===== src/rtl/mask_table_seq_if.sv =====
// Bus bundle for mask_table_seq: config write port plus the masked-data beat stream.
// The master side drives config, start and ready; the slave side is the table sequencer.
interface mask_table_seq_if #(
    parameter int WIDTH = 8,
    parameter int AW    = 3
);
    logic             cfg_we;
    logic [AW-1:0]    cfg_addr;
    logic [WIDTH-1:0] cfg_wdata;
    logic             cfg_drop;
    logic             start;
    logic [WIDTH-1:0] data_in;
    logic             busy;
    logic             out_valid;
    logic             out_ready;
    logic [AW-1:0]    out_idx;
    logic [WIDTH-1:0] out_data;
    logic             done;
    logic             err;

    modport master (
        output cfg_we, cfg_addr, cfg_wdata, start, data_in, out_ready,
        input  cfg_drop, busy, out_valid, out_idx, out_data, done, err
    );

    modport slave (
        input  cfg_we, cfg_addr, cfg_wdata, start, data_in, out_ready,
        output cfg_drop, busy, out_valid, out_idx, out_data, done, err
    );
endinterface


===== src/rtl/mask_table_seq.sv =====
// Mask table sequencer: on start, streams data_latched & table[i] for i = 0..DEPTH-1.
// Optional per-entry even parity with sticky err is enabled by defining MASK_TBL_PARITY_EN.
module mask_table_seq #(
    parameter int                         WIDTH     = 8,
    parameter int                         DEPTH     = 8,
    parameter int                         AW        = $clog2(DEPTH),
    parameter logic [DEPTH*WIDTH-1:0]     INIT_MASK = 64'hE103073F33C3C337
) (
    input logic              clk,
    input logic              rst,
    mask_table_seq_if.slave  bus
);
    typedef enum logic [1:0] {S_IDLE, S_SCAN, S_DONE} state_t;

    state_t           state_q;
    logic [WIDTH-1:0] tbl_q [DEPTH];
    logic [WIDTH-1:0] data_q;
    logic [AW-1:0]    idx_q;
    logic             busy_q;
    logic             valid_q;
    logic             done_q;
    logic             drop_q;
    logic             err_q;

    logic [WIDTH-1:0] entry_cur;
    logic             wr_ok;
    logic             accept;
    logic             last_beat;

    // Out-of-range addresses (non-power-of-2 DEPTH) are silently ignored, never dropped.
    assign wr_ok     = bus.cfg_we && (int'(bus.cfg_addr) < DEPTH);
    assign accept    = valid_q && bus.out_ready;
    assign last_beat = (idx_q == AW'(DEPTH - 1));

`ifdef MASK_TBL_PARITY_EN
    logic [DEPTH*WIDTH-1:0] par_flip;
    logic [DEPTH-1:0]       par_q;

    assign par_flip  = '0;
    assign entry_cur = tbl_q[idx_q] ^ par_flip[int'(idx_q)*WIDTH +: WIDTH];

    always_ff @(posedge clk or posedge rst) begin
        if (rst) begin
            for (int i = 0; i < DEPTH; i++) par_q[i] <= ^INIT_MASK[i*WIDTH +: WIDTH];
            err_q <= 1'b0;
        end else begin
            if (state_q == S_IDLE && wr_ok) par_q[bus.cfg_addr] <= ^bus.cfg_wdata;
            if (state_q == S_SCAN && accept && ((^entry_cur) != par_q[idx_q])) err_q <= 1'b1;
        end
    end
`else
    assign entry_cur = tbl_q[idx_q];
    assign err_q     = 1'b0;
`endif

    always_ff @(posedge clk or posedge rst) begin
        if (rst) begin
            for (int i = 0; i < DEPTH; i++) tbl_q[i] <= INIT_MASK[i*WIDTH +: WIDTH];
        end else if (state_q == S_IDLE && wr_ok) begin
            tbl_q[bus.cfg_addr] <= bus.cfg_wdata;
        end
    end

    always_ff @(posedge clk or posedge rst) begin
        if (rst) begin
            state_q <= S_IDLE;
            idx_q   <= '0;
            data_q  <= '0;
            busy_q  <= 1'b0;
            valid_q <= 1'b0;
            done_q  <= 1'b0;
            drop_q  <= 1'b0;
        end else begin
            done_q <= 1'b0;
            drop_q <= wr_ok && (state_q != S_IDLE);
            case (state_q)
                S_IDLE: begin
                    if (bus.start) begin
                        data_q  <= bus.data_in;
                        idx_q   <= '0;
                        busy_q  <= 1'b1;
                        valid_q <= 1'b1;
                        state_q <= S_SCAN;
                    end
                end
                S_SCAN: begin
                    if (accept) begin
                        if (last_beat) begin
                            valid_q <= 1'b0;
                            done_q  <= 1'b1;
                            state_q <= S_DONE;
                        end else begin
                            idx_q <= idx_q + 1'b1;
                        end
                    end
                end
                S_DONE: begin
                    busy_q  <= 1'b0;
                    state_q <= S_IDLE;
                end
                default: state_q <= S_IDLE;
            endcase
        end
    end

    // Data path is gated by valid so an async reset clears out_data immediately.
    assign bus.out_data  = valid_q ? (data_q & entry_cur) : '0;
    assign bus.out_valid = valid_q;
    assign bus.out_idx   = idx_q;
    assign bus.busy      = busy_q;
    assign bus.done      = done_q;
    assign bus.cfg_drop  = drop_q;
    assign bus.err       = err_q;
endmodule


===== src/flat_wrapper.sv =====
// flat-port wrapper written by rule: the top's interface ports become plain ports
module mask_table_seq_flat 
#(
    parameter int                         WIDTH     = 8,
    parameter int                         DEPTH     = 8,
    parameter int                         AW        = $clog2(DEPTH),
    parameter logic [DEPTH*WIDTH-1:0]     INIT_MASK = 64'hE103073F33C3C337
)
  (clk, rst, bus_cfg_we, bus_cfg_addr, bus_cfg_wdata, bus_start, bus_data_in, bus_out_ready, bus_cfg_drop, bus_busy, bus_out_valid, bus_out_idx, bus_out_data, bus_done, bus_err);
  mask_table_seq_if #(.WIDTH(WIDTH), .AW(AW)) bus_i ();
  input logic clk;
  input logic rst;
  input wire logic [$bits(bus_i.cfg_we)-1:0] bus_cfg_we;
  input wire logic [$bits(bus_i.cfg_addr)-1:0] bus_cfg_addr;
  input wire logic [$bits(bus_i.cfg_wdata)-1:0] bus_cfg_wdata;
  input wire logic [$bits(bus_i.start)-1:0] bus_start;
  input wire logic [$bits(bus_i.data_in)-1:0] bus_data_in;
  input wire logic [$bits(bus_i.out_ready)-1:0] bus_out_ready;
  output wire logic [$bits(bus_i.cfg_drop)-1:0] bus_cfg_drop;
  output wire logic [$bits(bus_i.busy)-1:0] bus_busy;
  output wire logic [$bits(bus_i.out_valid)-1:0] bus_out_valid;
  output wire logic [$bits(bus_i.out_idx)-1:0] bus_out_idx;
  output wire logic [$bits(bus_i.out_data)-1:0] bus_out_data;
  output wire logic [$bits(bus_i.done)-1:0] bus_done;
  output wire logic [$bits(bus_i.err)-1:0] bus_err;
  assign bus_i.cfg_we = bus_cfg_we;
  assign bus_i.cfg_addr = bus_cfg_addr;
  assign bus_i.cfg_wdata = bus_cfg_wdata;
  assign bus_i.start = bus_start;
  assign bus_i.data_in = bus_data_in;
  assign bus_i.out_ready = bus_out_ready;
  assign bus_cfg_drop = bus_i.cfg_drop;
  assign bus_busy = bus_i.busy;
  assign bus_out_valid = bus_i.out_valid;
  assign bus_out_idx = bus_i.out_idx;
  assign bus_out_data = bus_i.out_data;
  assign bus_done = bus_i.done;
  assign bus_err = bus_i.err;
  mask_table_seq #(.WIDTH(WIDTH), .DEPTH(DEPTH), .AW(AW), .INIT_MASK(INIT_MASK)) u_core (.clk(clk), .rst(rst), .bus(bus_i));
endmodule

===== config.mk =====
export PLATFORM = sky130hd
export DESIGN_NAME = mask_table_seq_flat
export DESIGN_NICKNAME = d
export VERILOG_FILES = /design/src/rtl/mask_table_seq_if.sv /design/src/rtl/mask_table_seq.sv /design/src/flat_wrapper.sv
export SDC_FILE = /design/constraint.sdc
export NUM_CORES = 1
export LEC_CHECK = 0
export CORE_UTILIZATION = 51
export CTS_BUF_LIST = sky130_fd_sc_hd__clkbuf_16
export DETAILED_ROUTE_END_ITERATION = 8
export PLACE_DENSITY_LB_ADDON = 0.3
export SETUP_SLACK_MARGIN = 0.2
export SYNTH_ARGS = -nofsm -noshare
export SYNTH_HDL_FRONTEND = slang
export SYNTH_SLANG_ARGS = --single-unit

===== constraint.sdc =====
create_clock -name clk -period 4 [get_ports clk]
set_input_delay 0.4 -clock clk [delete_from_list [all_inputs] [get_ports clk]]
set_output_delay 0.4 -clock clk [all_outputs]
set_load 0.05 [all_outputs]

After elaboration in Yosys (flattened, before gate mapping)
Index checks and enable logic that the tools add are counted.

Bits of input ports: 24. Logic and storage cells: 65. Bits in registers: 81.

$add $sub $neg: 1. Bitwise gates (word level): 3. $lt $le $gt $ge: 3. Reduce and logical (&&, ||, !) cells: 13. Multiplexer cells: 23. Equal/unequal tests: 7.

Operators with widths (number): 64-bit bitwise mux (1); 8-bit two-way mux (4); 8-bit binary-select mux with 3-bit select (1); 8-bit demux with 3-bit select (1); 3-bit two-way mux (3); 8-bit bitwise AND (1); 4-bit >= comparator, second input constant (2); 3-bit NOT with 4-bit output (2); 4-bit AND reduction (2); 1-bit two-way mux (6); 2-bit two-way mux (3); 3-bit case mux with 2 select lines (1); 2-bit nonzero test (3); 1-bit logical AND (4); 4-bit by 1-bit < comparator with 1-bit output, second input constant (1); 2-bit by 1-bit inequality test with 1-bit output, second input constant (2); 2-bit inequality test, second input constant (2); 1-bit case mux with 2 select lines (2); 2-bit case mux with 2 select lines (1); 2-bit AND reduction (2); 3-bit by 1-bit adder with 3-bit output, second input constant (1); 3-bit equality test, second input constant (1); 3-bit AND reduction (1); 2-bit by 1-bit equality test with 1-bit output, second input constant (1); other kinds (2) (2).

Depth between registers and ports, before layout
Gate-level depths: netlist of the first run.

Word-level depth: 6. Gate-level depth with buffers: 5. Depth with buffers taken out: 5.

Least setup slack after synthesis of the first run
No wires, ideal clock.

Kind: register to output. From: reg u_core.idx_q[1] (netlist: u_core.bus.out_idx[1]). To: out bus_out_data[2]. Buffers on the path: 2. Stages on the path, launching flop included: 6. Path slack: 1716 ps. Data arrival time: 1884 ps. Required time: 3600 ps. Cell sequence: dfrtp_1 > buf_2 > buf_2 > mux2i_1 > a22oi_1 > and3_1.

Longest elaborated chain between the ends: 6.

Ends and longest elaborated chain: start, declared (RTL line mask_table_seq.sv:18) `logic [AW-1:0] idx_q;`; start signal, assigned (RTL line mask_table_seq.sv:93) `idx_q <= idx_q + 1'b1;`; 3-bit NOT with 4-bit output (not written as such) (RTL line mask_table_seq.sv:52) `assign entry_cur = tbl_q[idx_q];`; 8-bit binary-select mux with 3-bit select (RTL line mask_table_seq.sv:52); 8-bit two-way mux (not written as such) (2 in series) (RTL line mask_table_seq.sv:52); 8-bit bitwise AND (RTL line mask_table_seq.sv:107) `assign bus.out_data = valid_q ? (data_q & entry_cur) : '0;`; 8-bit two-way mux (RTL line mask_table_seq.sv:107); end, declared (RTL line flat_wrapper.sv:23) `output wire logic [$bits(bus_i.out_data)-1:0] bus_out_data;`.

No other way between the ends. The select of a mux whose other input is x is not followed.

Final worst setup path of the first run
From: reg u_core.idx_q[1] (netlist: u_core.bus.out_idx[1]). To: out bus_out_data[6].

Same word-level chain as after synthesis.

==> out/metrics.yaml, run 1 <==
run_status:
  status: "finished, final reports clean"
clock_tree:
  clk_pin_slew_ps: 60
  cts_made_buffers: 9
  cts_setup_buffers: 0
  clkLatencyLatePin_ps: 330
  cts_tree: "done"
  clock_sinks: 81
  clk_path_buf_depth: 2
  cts_resized: 0
  cts_root_buf: "clkbuf_16"
  htree_levels: 3
  cts_hold_buffers: 0
finish:
  final_nets: 344
  fin_area_um2: 4500
  postLayoutCoreUtil_pct: 62.3
  drive_gt1_share_pct: 40.6
  area_growth_pct: 18.9
  antenna_cells: 0
placed_design:
  place_congestion: 0.703
  dpl_cell_area_um2: 4220
  dpl.hpwl_um: 4970
  portBuffers: 38
synthesis:
  ys_seq_elements: 81
  synth_cell_types: 29
  synthAdderAreaFrac_pct: 0.661
  synth_edf_count: 0
  synth_nets: 307
  synth_top_cell_area_share_pct: 32.4
  synth_top_family_by_area: "multiplexers"
  synth-simple-area-share_pct: 8.00
  synth_commonest_cells: "72 x mux2_2, 49 x dfrtp_1, 35 x mux2i_1"
  yosys.area_share.xor_xnor_pct: 0
  synth_compound_area_share_pct: 3.37
  synth_most_common_cell: "mux2_2"
  ys.warnings.count: 0
  syn_inst: 281
  synth_mux_area_share_pct: 30.7
  synth.cell_area_um2: 3780
  postSynthAreaPerCell_um2: 13.5
  synthFlopType: "dfrtp_1"
  synth.area.top_cells: "dfrtp_1 32%, dfstp_2 22%, mux2_2 21%"
  synth_area_leader_cell: "dfrtp_1"
  ys_seq_area_share_pct: 54.6
  async_flop_share_pct: 100
drt:
  num_vias: 2318
  drt_iter0_markers: 82
  routed_wl_um: 7850
  drc: 0
  vias_per_cell: 5.49
  routedWlPerCell_um: 18.6
  postRouteAntennaNets: 0
  first_pass_iters: 4
floorplan:
  die_area_um2: 7770
  die_h_um: 88.1
  num_rows: 31
  die_w_um: 88.1
  io_pins: 40
  core_um2: 7210
  initial_core_util_pct: 52.4
timing:
  skew_ps: 7.48
  maxSlewViolCount: 0
  grt_setup_unrepaired: "no"
  tns_ps: 0
  whs_ps: 410
  maxSlewHeadroom_pct: 29.1
  fmaxAchievable_mhz: 314
  setup_viol: 0
  finalCriticalPeriod_ps: 3190
  finalCritPeriodShare_pct: 79.7
  final-hold-violation-count: 0
  tightest_slew_ps: 1060
power_and_ir_drop:
  power_frac_clock_pct: 21.2
  vdd_ir_drop_max_v: 0.000489
  power_density_nw_per_um2: 799
  sequentialPowerShare_pct: 42.8
  power.leakage_nw: 2.03
  sw_frac_of_total_pct: 35.8
  p_sw_mw: 1.29
  p_int_mw: 2.31
  pwr-share-comb_pct: 36.1
setup_path:
  worstPathRequired_ps: 3600
  r2r-start: "u_core.bus.out_idx[1]"
  arrival_ps: 2790
  start_kind: "register"
  crit_type: "register to primary output"
  crit_path_start: "u_core.bus.out_idx[1]"
  path_max_fanout: 35
  cp-end-kind: "primary output"
run:
  max_cap_viol_count: 0
global_routing:
  grt-ovfl-total: 0
  met1_usage_pct: 29.4
  grtUsageTotal_pct: 22.6
  use_met3_pct: 6.22
  grt_max_degree: 59
  grt_use_met2_pct: 37.8
  grt_busiest_layer: "met2"
  grt_pass1_wl_um: 12500
  antenna_found_initial: 0
  grt_pass1_vias: 2415
hold_path:
  hp-class: "primary input to asynchronous set/reset pin"
## through the flow
| step | power (mW) | setup WS (ps) | cells |
|---|---|---|---|
| after floorplan | 2.47 | 1570 | 281 |
| after global placement | 2.80 | 1200 | 406 |
| after detailed placement | 2.85 | 1180 | 406 |
| after CTS | 3.61 | 825 | 422 |
| after global routing | 3.79 | 707 | 422 |
| final | 3.60 | 812 | 422 |
## final cells by class
class | instances | area (µm²)
Fill cell | 594 | 2720
Sequential cell | 81 | 2070
Multi-Input combinational cell | 182 | 1620
Timing Repair Buffer | 39 | 388
Clock buffer | 9 | 225
Tap cell | 99 | 124
Clock inverter | 7 | 53.8
Inverter | 5 | 18.8
## flip-flops by register name, indices dropped and copies added, names as in the netlist
name,flops
u_core.state_q,2
u_core.tbl_q,64
u_core.bus.cfg_drop,1
u_core.bus.done,1
u_core.bus.busy,1
u_core.bus.out_idx,3
u_core.data_q,8
u_core.bus.out_valid,1
## cells in the final DEF (no fill, tap or decap), types with 2 or more instances in the layout
master	instances
inv_6	2
o21ai_0	2
nand2_1	19
clkdlybuf4s50_1	38
clkinvlp_4	3
a21oi_1	10
nand2_2	6
a22oi_1	8
nor2_1	3
inv_1	4
nor3b_1	2
ha_1	2
dfstp_2	32
mux2i_1	35
and3_1	10
nor2b_1	4
dfrtp_1	48
clkbuf_16	9
mux2_2	72
## worst max-delay path: stages (launching register included)
cell	delay (ps)
dfrtp_2	1070
mux2i_1	170
a22oi_1	220
and3_1	180
clkdlybuf4s50_1	810
## kinds of logic (layout without fill, tap and decap cells)
family,Yosys count,count (layout)
AO/OA/AOI/OAI,21,21
multiplexers,107,107
adder cells (fa/ha/maj),2,2
AND/OR/NAND/NOR,51,51
other,1,1
buffers and inverters,18,60
flip-flops,81,81
## power groups by stage
stage               registers (mW)  clock network, mW  logic [mW]
CTS                           1.53              0.774        1.30
global placement              1.53                  0        1.27
global route                  1.58              0.813        1.39
detailed placement            1.55                  0        1.30
floorplan                     1.49                  0       0.978
finish                        1.54              0.761        1.30
## final timing paths
check / end / slack (ps) / depth (start not counted)
setup / recovery: bus_out_data[6] / 810 / 4
hold / removal: u_core.data_q[5] / 410 / 2
setup reg to reg: u_core.bus.out_idx[1] / 1740 / 4
hold reg to reg: u_core.tbl_q[23] / 510 / 1
max in group asynchronous: u_core.tbl_q[1] / 2470 / 3
min in group clk: u_core.tbl_q[23] / 510 / 1
## layer usage
| metal | vias to the layer above | wire, µm |
|---|---|---|
| met3 | 7 | 194 |
| met5 | - | 0 |
| li1 | 1085 | - |
| met4 | 0 | 71 |
| met1 | 1187 | 3590 |
| met2 | 39 | 3990 |
No activity file was read; power rests on OpenSTA's default activity.
==> run 2, diff against run 1 <==
- clock period: 4 -> 3.3 ns (I/O delays scaled with it)
==> out/metrics.yaml, run 2 (synthesized netlist as in run 1, its figures left out) <==
floorplan:
  die_h_um: 88.1
  core_um2: 7210
  initial_core_util_pct: 52.4
  die_area_um2: 7770
  num_rows: 31
  die_w_um: 88.1
  io_pins: 40
hold_path:
  hp-class: "primary input to asynchronous set/reset pin"
power_and_ir_drop:
  p_sw_mw: 1.57
  vdd_ir_drop_max_v: 0.000623
  pwr-share-comb_pct: 35.5
  sw_frac_of_total_pct: 35.0
  power_density_nw_per_um2: 980
  p_int_mw: 2.91
  power_frac_clock_pct: 22.8
  sequentialPowerShare_pct: 41.6
  power.leakage_nw: 2.07
timing:
  maxSlewHeadroom_pct: 60.2
  setup_viol: 0
  grt_setup_unrepaired: "no"
  finalCritPeriodShare_pct: 87.1
  skew_ps: 6.58
  fmaxAchievable_mhz: 348
  maxSlewViolCount: 0
  tns_ps: 0
  whs_ps: 355
  final-hold-violation-count: 0
  finalCriticalPeriod_ps: 2870
  tightest_slew_ps: 597
finish:
  final_nets: 347
  multi_input_area_um2: 1620
  regArea_um2: 2070
  num-fill-cells: 591
  area_growth_pct: 20.6
  final_common_cell: "mux2_2"
  largest_reg_flops: 64
  drive_gt1_share_pct: 41.1
  antenna_cells: 0
  mostFrequentLayoutCells: "72 x mux2_2, 48 x dfrtp_1, 38 x clkdlybuf4s50_1, 35 x mux2i_1, 32 x dfstp_2"
  largest-register: "u_core.tbl_q"
global_routing:
  grt_max_degree: 57
  grt_pass1_wl_um: 12800
  grt-ovfl-total: 0
  grtUsageTotal_pct: 22.9
  antenna_found_initial: 0
  grt_pass1_vias: 2404
clock_tree:
  htree_levels: 3
  clkLatencyLatePin_ps: 340
  cts_hold_buffers: 0
  cts_root_buf: "clkbuf_16"
  clk_pin_slew_ps: 70
  clk_path_buf_depth: 2
  cts_setup_buffers: 0
  cts_tree: "done"
  cts_made_buffers: 9
  clock_sinks: 81
setup_path:
  cp-end-kind: "primary output"
  arrival_ps: 2540
  worstPathRequired_ps: 2970
  crit_type: "register to primary output"
  start_kind: "register"
  path_max_fanout: 35
drt:
  vias_per_cell: 5.39
  routed_wl_um: 7710
  drc: 0
  postRouteAntennaNets: 0
  routedWlPerCell_um: 18.2
  first_pass_iters: 5
  drt_iter0_markers: 107
  num_vias: 2289
run_status:
  status: "finished, final reports clean"
run:
  max_cap_viol_count: 0
placed_design:
  dpl.hpwl_um: 5010
  place_congestion: 0.719
  portBuffers: 38
==> run 2: changes by cell type in the layout (fill, tap and decap cells not counted), sizes merged <==
cell and change:
buf +3, bufinv +1, clkinv -1, clkinvlp -3, inv +3
==> run 2: power groups by stage <==
stage	logic, mW	registers (mW)	clock network, mW
after floorplan	1.19	1.80	0
after global placement	1.57	1.85	0
after detailed placement	1.60	1.87	0
after CTS	1.61	1.86	1.05
after global routing	1.72	1.92	1.09
final	1.59	1.86	1.02
==> run 2: final cells by class <==
class	instances	area share [%]
clock inverter	7	1.81
multi-input combinational	182	35.5
inverter	5	0.411
timing repair buffer	42	9.27
clock buffer	9	4.93
tap	99	2.71
sequential	81	45.4
==> run 2: metal layers <==
| metal | routed length, µm | GRT usage, % |
|---|---|---|
| met1 | 3470 | 30.7 |
| met2 | 3880 | 37.6 |
| met3 | 323 | 6.50 |
| met4 | 38 | 4.84 |
| met5 | 0 | 0 |
==> run 2: path summary, 6_finish.rpt <==
kind / start / endpoint / slack, ps / depth (start not counted)
min in group clk: u_core.data_q[6] / u_core.data_q[6] / 510 / 1
max in group asynchronous: rst / u_core.tbl_q[6] / 2200 / 3
min: rst / u_core.tbl_q[13] / 360 / 2
max: u_core.bus.out_idx[1] / bus_out_data[7] / 430 / 4
min reg2reg: u_core.data_q[6] / u_core.data_q[6] / 510 / 1
max reg2reg: u_core.bus.out_idx[1] / u_core.bus.out_idx[2] / 1250 / 4
==> run 2: through the flow <==
stage	setup slack (ps)	total power [mW]	cell area, µm²	cells	util [%]
after floorplan	943	2.99	3780	281	-
final	425	4.47	4560	425	63.3
after global placement	561	3.42	4250	409	59.0
after detailed placement	592	3.47	4250	409	59.0
after global routing	348	4.74	4560	425	63.3
after CTS	414	4.52	4560	425	63.3
==> run 2: repair_timing <==
| item | in CTS | in global routing |
|---|---|---|
| resized for setup | 1 | 0 |
| hold endpoints to repair | 0 | 0 |
| setup endpoints to repair | 1 | 0 |
==> run 2: critical path, stage by stage (launching register included) <==
cell	delay, ps
dfrtp_4	820
mux2i_1	160
a21oi_1	220
and3_1	180
clkdlybuf4s50_1	810
